===== config.mk =====
export PLATFORM = sky130hd
export DESIGN_NAME = mips_if_stage
export DESIGN_NICKNAME = d
export VERILOG_FILES = /design/src/rtl/mips_pkg.sv /design/src/rtl/mips_ifid_reg.sv /design/src/rtl/mips_if_stage.sv
export SDC_FILE = /design/constraint.sdc
export NUM_CORES = 1
export LEC_CHECK = 0
export ABC_AREA = 1
export CAP_MARGIN = 40
export CELL_PAD_IN_SITES_DETAIL_PLACEMENT = 1
export CELL_PAD_IN_SITES_GLOBAL_PLACEMENT = 2
export CORE_AREA = 10 10 158 160
export DETAILED_ROUTE_END_ITERATION = 6
export DIE_AREA = 0 0 168 170
export HOLD_SLACK_MARGIN = 0.05
export PLACE_DENSITY_LB_ADDON = 0.1
export SYNTH_ARGS = -nofsm -noshare
export SYNTH_HDL_FRONTEND = slang
export SYNTH_HIERARCHICAL = 1
export SYNTH_SLANG_ARGS = --single-unit

===== constraint.sdc =====
create_clock -name clk -period 3.5 [get_ports clk]
set_clock_uncertainty 0.1 [all_clocks]
set_input_delay 0.7 -clock clk [delete_from_list [all_inputs] [get_ports clk]]
set_output_delay 0.7 -clock clk [all_outputs]
set_load 0.02 [all_outputs]

===== src/rtl/mips_pkg.sv =====
// Shared definitions for the MIPS pipeline front end: fixed encodings, PC step
// and the fetch-state type used by the IF stage.
package mips_pkg;

    localparam logic [31:0] NOP_INSTR          = 32'h0000_0000;
    localparam logic [31:0] HALT_INSTR_DEFAULT = 32'hFFFF_FFFF;
    localparam int unsigned PC_STEP            = 4;

    typedef enum logic {
        IF_RUN    = 1'b0,
        IF_HALTED = 1'b1
    } if_state_t;

endpackage


===== src/rtl/mips_ifid_reg.sv =====
// IF/ID pipeline register: bubble clears the instruction and valid flag, hold
// freezes contents, load captures a fetched word with its PC+4.
module mips_ifid_reg
    import mips_pkg::*;
#(
    parameter int AW = 32
) (
    input  logic          clk,
    input  logic          rst_n,
    input  logic          bubble,
    input  logic          hold,
    input  logic          load,
    input  logic [31:0]   instr_d,
    input  logic [AW-1:0] pc4_d,
    output logic [31:0]   instr,
    output logic [AW-1:0] pc4,
    output logic          valid
);

    // Bubble outranks hold so a flush always wins; pc4 is kept on a bubble.
    always_ff @(posedge clk or negedge rst_n) begin
        if (!rst_n) begin
            instr <= NOP_INSTR;
            pc4   <= '0;
            valid <= 1'b0;
        end else if (bubble) begin
            instr <= NOP_INSTR;
            valid <= 1'b0;
        end else if (!hold && load) begin
            instr <= instr_d;
            pc4   <= pc4_d;
            valid <= 1'b1;
        end
    end

endmodule


===== src/rtl/mips_if_stage.sv =====
// Instruction-fetch stage: PC register, RUN/HALTED FSM, redirect/flush/stall
// priority and IF/ID register. Optional fetch counter under IF_FETCH_CNT_EN.
module mips_if_stage
    import mips_pkg::*;
#(
    parameter int            AW         = 32,
    parameter logic [AW-1:0] RESET_PC   = '0,
    parameter logic [31:0]   HALT_INSTR = HALT_INSTR_DEFAULT
) (
    input  logic          clk,
    input  logic          rst_n,
    output logic [AW-1:0] imem_addr_o,
    input  logic [31:0]   imem_rdata_i,
    input  logic          stall_i,
    input  logic          redirect_valid_i,
    input  logic [AW-1:0] redirect_pc_i,
    input  logic          flush_i,
    output logic [31:0]   ifid_instr_o,
    output logic [AW-1:0] ifid_pc4_o,
    output logic          ifid_valid_o,
    output logic          halted_o,
    output logic [31:0]   fetch_cnt_o
);

    if_state_t     state_q, state_d;
    logic [AW-1:0] pc_q, pc_d;
    logic [AW-1:0] pc_inc;
    logic [AW-1:0] redir_pc;
    logic          fetch_halt;
    logic          ifid_bubble, ifid_hold, ifid_load;

    assign pc_inc      = pc_q + AW'(PC_STEP);
    assign redir_pc    = {redirect_pc_i[AW-1:2], 2'b00};
    assign fetch_halt  = (imem_rdata_i == HALT_INSTR);
    assign imem_addr_o = pc_q;
    assign halted_o    = (state_q == IF_HALTED);

    always_ff @(posedge clk or negedge rst_n) begin
        if (!rst_n) begin
            state_q <= IF_RUN;
            pc_q    <= RESET_PC;
        end else begin
            state_q <= state_d;
            pc_q    <= pc_d;
        end
    end

    // Priority in RUN: redirect > flush > stall > normal fetch (or HALT detect).
    always_comb begin
        state_d     = state_q;
        pc_d        = pc_q;
        ifid_bubble = 1'b0;
        ifid_hold   = 1'b0;
        ifid_load   = 1'b0;
        case (state_q)
            IF_RUN: begin
                if (redirect_valid_i) begin
                    pc_d        = redir_pc;
                    ifid_bubble = 1'b1;
                end else if (flush_i) begin
                    ifid_bubble = 1'b1;
                    if (!stall_i) begin
                        pc_d = pc_inc;
                    end
                end else if (stall_i) begin
                    ifid_hold = 1'b1;
                end else if (fetch_halt) begin
                    ifid_bubble = 1'b1;
                    state_d     = IF_HALTED;
                end else begin
                    pc_d      = pc_inc;
                    ifid_load = 1'b1;
                end
            end
            IF_HALTED: begin
                ifid_bubble = 1'b1;
                if (redirect_valid_i) begin
                    pc_d    = redir_pc;
                    state_d = IF_RUN;
                end
            end
            default: begin
                state_d     = IF_RUN;
                ifid_bubble = 1'b1;
            end
        endcase
    end

    mips_ifid_reg #(
        .AW(AW)
    ) u_ifid (
        .clk     (clk),
        .rst_n   (rst_n),
        .bubble  (ifid_bubble),
        .hold    (ifid_hold),
        .load    (ifid_load),
        .instr_d (imem_rdata_i),
        .pc4_d   (pc_inc),
        .instr   (ifid_instr_o),
        .pc4     (ifid_pc4_o),
        .valid   (ifid_valid_o)
    );

`ifdef IF_FETCH_CNT_EN
    logic [31:0] fetch_cnt_q;

    always_ff @(posedge clk or negedge rst_n) begin
        if (!rst_n) begin
            fetch_cnt_q <= 32'h0;
        end else if (ifid_load) begin
            fetch_cnt_q <= fetch_cnt_q + 32'd1;
        end
    end

    assign fetch_cnt_o = fetch_cnt_q;
`else
    assign fetch_cnt_o = 32'h0;
`endif

endmodule


==> results of run 1 <==
[cells in the final DEF (no fill, tap or decap), drive strengths merged, types with 4 or more instances in the layout]
cell type,Yosys,layout
xor2,7,7
inv,32,33
conb,1,36
o21ai,19,19
clkbuf,5,12
nand4,65,65
nand2,307,307
nand3,60,60
clkdlybuf4s50,0,161
buf,71,10
or2,4,4
dfrtp,96,96
nand3b,12,12
nor2,93,93
[power groups by stage]
| stage | logic (mW) | clock network (mW) | registers (mW) |
|---|---|---|---|
| after floorplan | 0.362 | 0 | 1.54 |
| after global placement | 1.01 | 0 | 1.41 |
| after CTS | 1.03 | 1.06 | 1.39 |
| final | 1.01 | 1.02 | 1.39 |
| after global routing | 1.11 | 1.11 | 1.42 |
| after detailed placement | 1.03 | 0 | 1.41 |
[worst max-delay path: stages]
cell             delay [ns]
clkdlybuf4s50_1        0.45
or2_1                  0.31
nor2_4                 0.14
inv_1                  0.07
nor3_2                 0.67
buf_4                  0.61
nand4_1                0.18
nand2_1                0.12
[state kept, by name, indices dropped and copies added (netlist names)]
name          count
u_ifid/valid      1
halted_o          1
u_ifid/pc4       32
imem_addr_o      30
u_ifid/instr     32
[area by class of cell]
class                           count  area [sq um]  area share (%)
Multi-Input combinational cell    610          2700            35.5
Inverter                           32           120            1.58
Clock inverter                      4          51.3           0.676
Sequential cell                    96          2400            31.6
Tap cell                          280           350            4.61
Clock buffer                       12           246            3.25
Timing Repair Buffer              171          1720            22.7
[cells by family after synthesis]
group | Yosys count | share of synthesized area [%]
DFF | 96 | 42.9
adders and majority gates | 1 | 0.224
other | 1 | 0.0670
and+or+nand+nor | 544 | 42.2
buffers and inverters | 108 | 11.3
AOI/OAI and AO/OA | 20 | 1.79
muxes | 2 | 0.358
xor gates and xnor gates | 7 | 1.10
[layer usage]
| layer | vias to the layer above | track usage [%] | part of all wire, % |
|---|---|---|---|
| li1 | 2733 | - | - |
| met1 | 2640 | 19.7 | 47 |
| met2 | 134 | 23.7 | 47 |
| met3 | 10 | 2.97 | 5.4 |
| met4 | 0 | 3.56 | 0.90 |
| met5 | - | 0 | 0 |
[through the flow]
| step | cell area, sq um | total power [mW] | util, % |
|---|---|---|---|
| finish | 7590 | 3.42 | 35.0 |
| global route | 7590 | 3.64 | 35.0 |
| CTS | 7590 | 3.49 | 35.0 |
| detailed placement | 7290 | 2.44 | 33.6 |
| global placement | 7290 | 2.42 | 33.6 |
| floorplan | 5730 | 1.91 | - |
[worst paths after layout]
kind,startpoint,to,slack [ns],cells past startpoint
worst max-delay path,redirect_valid_i,u_ifid/instr[7],0.36,8
worst min-delay path,rst_n,u_ifid/instr[23],0.28,1
worst max register to register,halted_o,u_ifid/instr[7],0.79,7
worst min register to register,u_ifid/pc4[18],u_ifid/pc4[18],0.37,2
max in group asynchronous,rst_n,imem_addr_o[13],2.28,2
min in group clk,u_ifid/pc4[18],u_ifid/pc4[18],0.37,2
==> impl_metrics.csv, run 1 <==
group,metric,value,unit
routing,wl_per_cell,17.7,microns
clock_tree,clock_sinks,96,
place,port_buffers,162,
layout,num_antenna_cells,0,
pwr,switchingPower,1.17,mW
global_route,antenna_found_initial,0,
layout,area_delta_synth_final,35.7,%
setup_path,cp_max_fo,53,
global_route,grt_pass1_wl,34000,microns
pwr,p_int,2.25,mW
routing,drt_iter0_markers,256,
global_route,grt_use_total,14.7,%
logic_synthesis,syn_avg_cell_area,7.18,sq um
die,boundaryPins,199,
die,die_x,168,microns
layout,fin_cells,1205,
logic_synthesis,ys_ff_latch,96,
die,dieArea,28600,sq um
pwr,power_density,451,nW/um^2
logic_synthesis,netlist_area,5590,sq um
logic_synthesis,synthArstFlopShare,100,%
layout,drive_above_1_share,3.89,%
sta,setup_viol,0,
logic_synthesis,ys_top_cells_by_count,"nand2_1 (306), dfrtp_1 (96), nor2_1 (89)",
logic_synthesis,yosysSeqAreaShare,42.9,%
min_path,hold_class,"input port to asynchronous set/reset pin",
routing,via_count,5517,
routing,drt-total-wl,21300,microns
clock_tree,holdBufCountCts,0,
logic_synthesis,synth_area_leaders,"dfrtp_1 (43%), nand2_1 (21%), nand4_1 (7.3%), nor2_1 (6.0%), buf_4 (5.4%)",
logic_synthesis,ys.warnings.count,6,
sta,tns,0,ns
clock_tree,h-tree-depth,3,
global_route,grt_start_max_net_pins,97,
layout,n_fill_cell,2657,
place,gp_congestion,0.802,
clock_tree,clockBufferDepth,2,
sta,fin_crit_sh,89.7,%
pwr,share_comb_of_total_power,29.5,%
clock_tree,clk_latency,0.35,ns
setup_path,worst-endpoint-arrival,3.32,ns
pwr,clockPowerShare,30.0,%
routing,vias_per_cell,4.58,
clock_tree,ctsResizeCount,0,
layout,final_nets,990,
clock_tree,cts-root-buf,"clkbuf_16",
run_status,status,"finished clean",
pwr,irDropWorstVdd,0.185,mV
sta,worstMarginPinSlew,0.951,ns
clock_tree,cts_tree,"yes",
sta,slew_viol_final,0,
sta,hold_viol,0,
clock_tree,cts_made_buffers,9,
pwr,power.leakage,3.61,nW
logic_synthesis,yosys.cell_count.top_type,"nand2_1",
logic_synthesis,yosysTopAreaCell,"dfrtp_1",
setup_path,endpoint_kind,"flop",
place,place_hpwl,16100,microns
die,core_region_area,21700,sq um
logic_synthesis,synth_top_area_share,42.9,%
place,place_ws,0.0224,ns
sta,max_freq,0.318,GHz
die,rows,54,
clock_tree,cts_setup_buffers,0,
global_route,grt_overflow,0,
logic_synthesis,synth_edf_count,0,
pwr,seqPwrFrac,40.5,%
pwr,netSwitchingFraction,34.3,%
sta,rsz0062_at_grt,"false",
sta,period_needed,3.14,ns
global_route,grt_pass1_vias,5909,
setup_path,crit_type,"input port to flop",
setup_path,required,3.68,ns
place,dp_cells,1189,
run,max_cap_viol_count,0,
sta,worst_hold_slack,0.276,ns
sta,relSlewSlack,36.6,%
logic_synthesis,synth_ff_type,"dfrtp_1",
sta,layout_setup_ws,0.360,ns
routing,drcViolationCount,0,
routing,dr.pass1.iters,6,
logic_synthesis,synthCells,779,
die,start_util,25.8,%
routing,detail-route-antenna-nets,0,
logic_synthesis,synth.distinct_cells,28,
setup_path,crit_path_start_kind,"input port",
clock_tree,path_clk_slew,0.07,ns
die,die_h,170,microns
(Power assumes the default switching activity.)
==> inputs of run 2 (changes only) <==
--- a/config.mk
+++ b/config.mk
@@ -10,6 +10,7 @@
 export CELL_PAD_IN_SITES_DETAIL_PLACEMENT = 1
 export CELL_PAD_IN_SITES_GLOBAL_PLACEMENT = 2
 export CORE_AREA = 10 10 158 160
+export CTS_CLUSTER_SIZE = 20
 export DETAILED_ROUTE_END_ITERATION = 6
 export DIE_AREA = 0 0 168 170
 export HOLD_SLACK_MARGIN = 0.05
==> results of run 2 <==
Final layout, timing and power as in run 1 (identical DEF).
==> inputs of run 3 (changes only) <==
--- a/config.mk
+++ b/config.mk
@@ -6,13 +6,13 @@
 export NUM_CORES = 1
 export LEC_CHECK = 0
 export ABC_AREA = 1
-export CAP_MARGIN = 40
 export CELL_PAD_IN_SITES_DETAIL_PLACEMENT = 1
 export CELL_PAD_IN_SITES_GLOBAL_PLACEMENT = 2
-export CORE_AREA = 10 10 158 160
+export CORE_AREA = 10 10 155 157
+export CTS_BUF_LIST = sky130_fd_sc_hd__clkbuf_8
 export CTS_CLUSTER_SIZE = 20
 export DETAILED_ROUTE_END_ITERATION = 6
-export DIE_AREA = 0 0 168 170
+export DIE_AREA = 0 0 165 167
 export HOLD_SLACK_MARGIN = 0.05
 export PLACE_DENSITY_LB_ADDON = 0.1
 export SYNTH_ARGS = -nofsm -noshare
==> run 3 against run 2 <==
  * Via count is 0.87% lower
  * Critical path depth did not move
  * Clock-buffer cell count down 3
  * Worst setup slack worse by 0.12 ns
  * Design area fell by 1.3%
  * Sequential power about the same
  * Fmax decreased by 3.7%
  * Non-clock buffer count is 1 higher
  * Power shrank 6.3%
  * Hold slack got worse by 0.060 ns
  * Critical endpoint is now u_ifid/instr[3]
  * Largest cell class unchanged
==> impl_metrics.csv, run 3 (synthesized netlist as in run 1, its figures left out) <==
group,metric,value,unit
clock_tree,clock_sinks,96,
layout,utilization,36.0,%
sta,slew_viol_final,0,
layout,final_cell_mix,"nand2_1 (306), clkdlybuf4s50_1 (161), dfrtp_1 (96), nor2_1 (89), nand4_1 (65)",
global_route,antenna_found_initial,0,
clock_tree,cts-root-buf,"clkbuf_8",
routing,drt_iter0_markers,254,
pwr,switchingPower,1.19,mW
setup_path,crit_path_start_kind,"input port",
routing,via_count,5469,
pwr,netSwitchingFraction,37.0,%
pwr,share_comb_of_total_power,31.5,%
pwr,seqPwrFrac,43.1,%
min_path,hold_class,"input port to asynchronous set/reset pin",
pwr,clockPowerShare,25.4,%
die,rows,53,
layout,area_delta_synth_final,34.0,%
routing,drcViolationCount,0,
sta,hold_viol,0,
clock_tree,clk_latency,0.39,ns
pwr,p_int,2.02,mW
sta,worstMarginPinSlew,1.10,ns
place,port_buffers,162,
layout,n_fill_cell,2575,
sta,setup_viol,0,
pwr,power.leakage,3.57,nW
routing,detail-route-antenna-nets,0,
sta,fin_crit_sh,93.1,%
global_route,grt_use_total,15.0,%
pwr,irDropWorstVdd,0.208,mV
clock_tree,path_clk_slew,0.11,ns
die,die_h,167,microns
run,max_cap_viol_count,0,
layout,drive_above_1_share,4.21,%
routing,vias_per_cell,4.55,
routing,drt-total-wl,20900,microns
sta,max_freq,0.307,GHz
clock_tree,ctsResizeCount,0,
setup_path,required,3.72,ns
global_route,grt_pass1_wl,33000,microns
layout,num_antenna_cells,0,
sta,rsz0062_at_grt,"false",
clock_tree,cts_tree,"yes",
clock_tree,holdBufCountCts,0,
global_route,grt_start_max_net_pins,97,
routing,wl_per_cell,17.4,microns
setup_path,rrSetupSlack,0.63,ns
clock_tree,clockBufferDepth,2,
global_route,grt_pass1_vias,5815,
layout,final_common_cell,"nand2_1",
place,placed_area,7280,sq um
die,core_region_area,20800,sq um
setup_path,cp_max_fo,49,
die,boundaryPins,199,
clock_tree,cts_made_buffers,9,
layout,final_nets,991,
pwr,power,3.21,mW
layout,design_area,7490,sq um
global_route,grt_overflow,0,
place,place_hpwl,16000,microns
die,start_util,26.9,%
pwr,power_density,428,nW/um^2
clock_tree,h-tree-depth,3,
place,gp_congestion,0.802,
sta,period_needed,3.26,ns
sta,relSlewSlack,26.0,%
run_status,status,"finished clean",
die,die_x,165,microns
setup_path,endpoint_kind,"flop",
setup_path,worst-endpoint-arrival,3.49,ns
clock_tree,cts_setup_buffers,0,
routing,dr.pass1.iters,4,
die,dieArea,27600,sq um
setup_path,crit_type,"input port to flop",
==> run 3: layout make-up <==
cell class | instances | area [sq um] | share of cell area, %
timing repair buffer | 172 | 1720 | 22.9
sequential | 96 | 2400 | 32.1
clock buffer | 9 | 124 | 1.65
clock inverter | 7 | 86.3 | 1.15
multi-input combinational | 610 | 2700 | 36.0
tap | 275 | 344 | 4.59
inverter | 32 | 120 | 1.60
==> run 3: power groups by stage <==
stage               Clock [mW]  Combinational, mW  Sequential, mW
finish                   0.815               1.01            1.38
global route             0.897               1.11            1.41
CTS                      0.849               1.03            1.39
detailed placement           0               1.02            1.41
global placement             0               1.01            1.41
floorplan                    0              0.362            1.54
==> run 3: routing by layer <==
metal  vias to the layer above  wire length [microns]  track usage (%)
met2                       123                   9910             24.6
met3                        11                   1300             3.30
met4                         0                    188             3.66
met5                         -                      0                0
met1                      2600                   9540             19.5
li1                       2735                      -                -
==> run 3: worst paths after layout <==
path | start | endpoint | cells past startpoint
max in group asynchronous | rst_n | u_ifid/instr[30] | 2
worst max register to register | halted_o | u_ifid/instr[3] | 7
worst max-delay path | redirect_valid_i | u_ifid/instr[3] | 8
worst min register to register | u_ifid/pc4[19] | u_ifid/pc4[19] | 2
min in group clk | u_ifid/pc4[19] | u_ifid/pc4[19] | 2
worst min-delay path | rst_n | u_ifid/pc4[2] | 1
==> run 3: critical path, stage by stage <==
cell             delay, ns
clkdlybuf4s50_1       0.45
or2_1                 0.30
nor2_4                0.12
inv_1                 0.08
nor3_2                0.87
buf_4                 0.62
nand4_1               0.19
nand2_1               0.12
==> run 3: stage by stage <==
stage | TNS, ns | cells | hold WS (ns) | worst slack [ns]
floorplan | 0 | 814 | 0.304 | 1.34
detailed placement | -5.57 | 1185 | 0.358 | -0.161
CTS | 0 | 1201 | 0.245 | 0.249
global route | 0 | 1201 | 0.250 | 0.0371
global placement | -0.630 | 1185 | 0.356 | -0.0280
finish | 0 | 1201 | 0.216 | 0.240
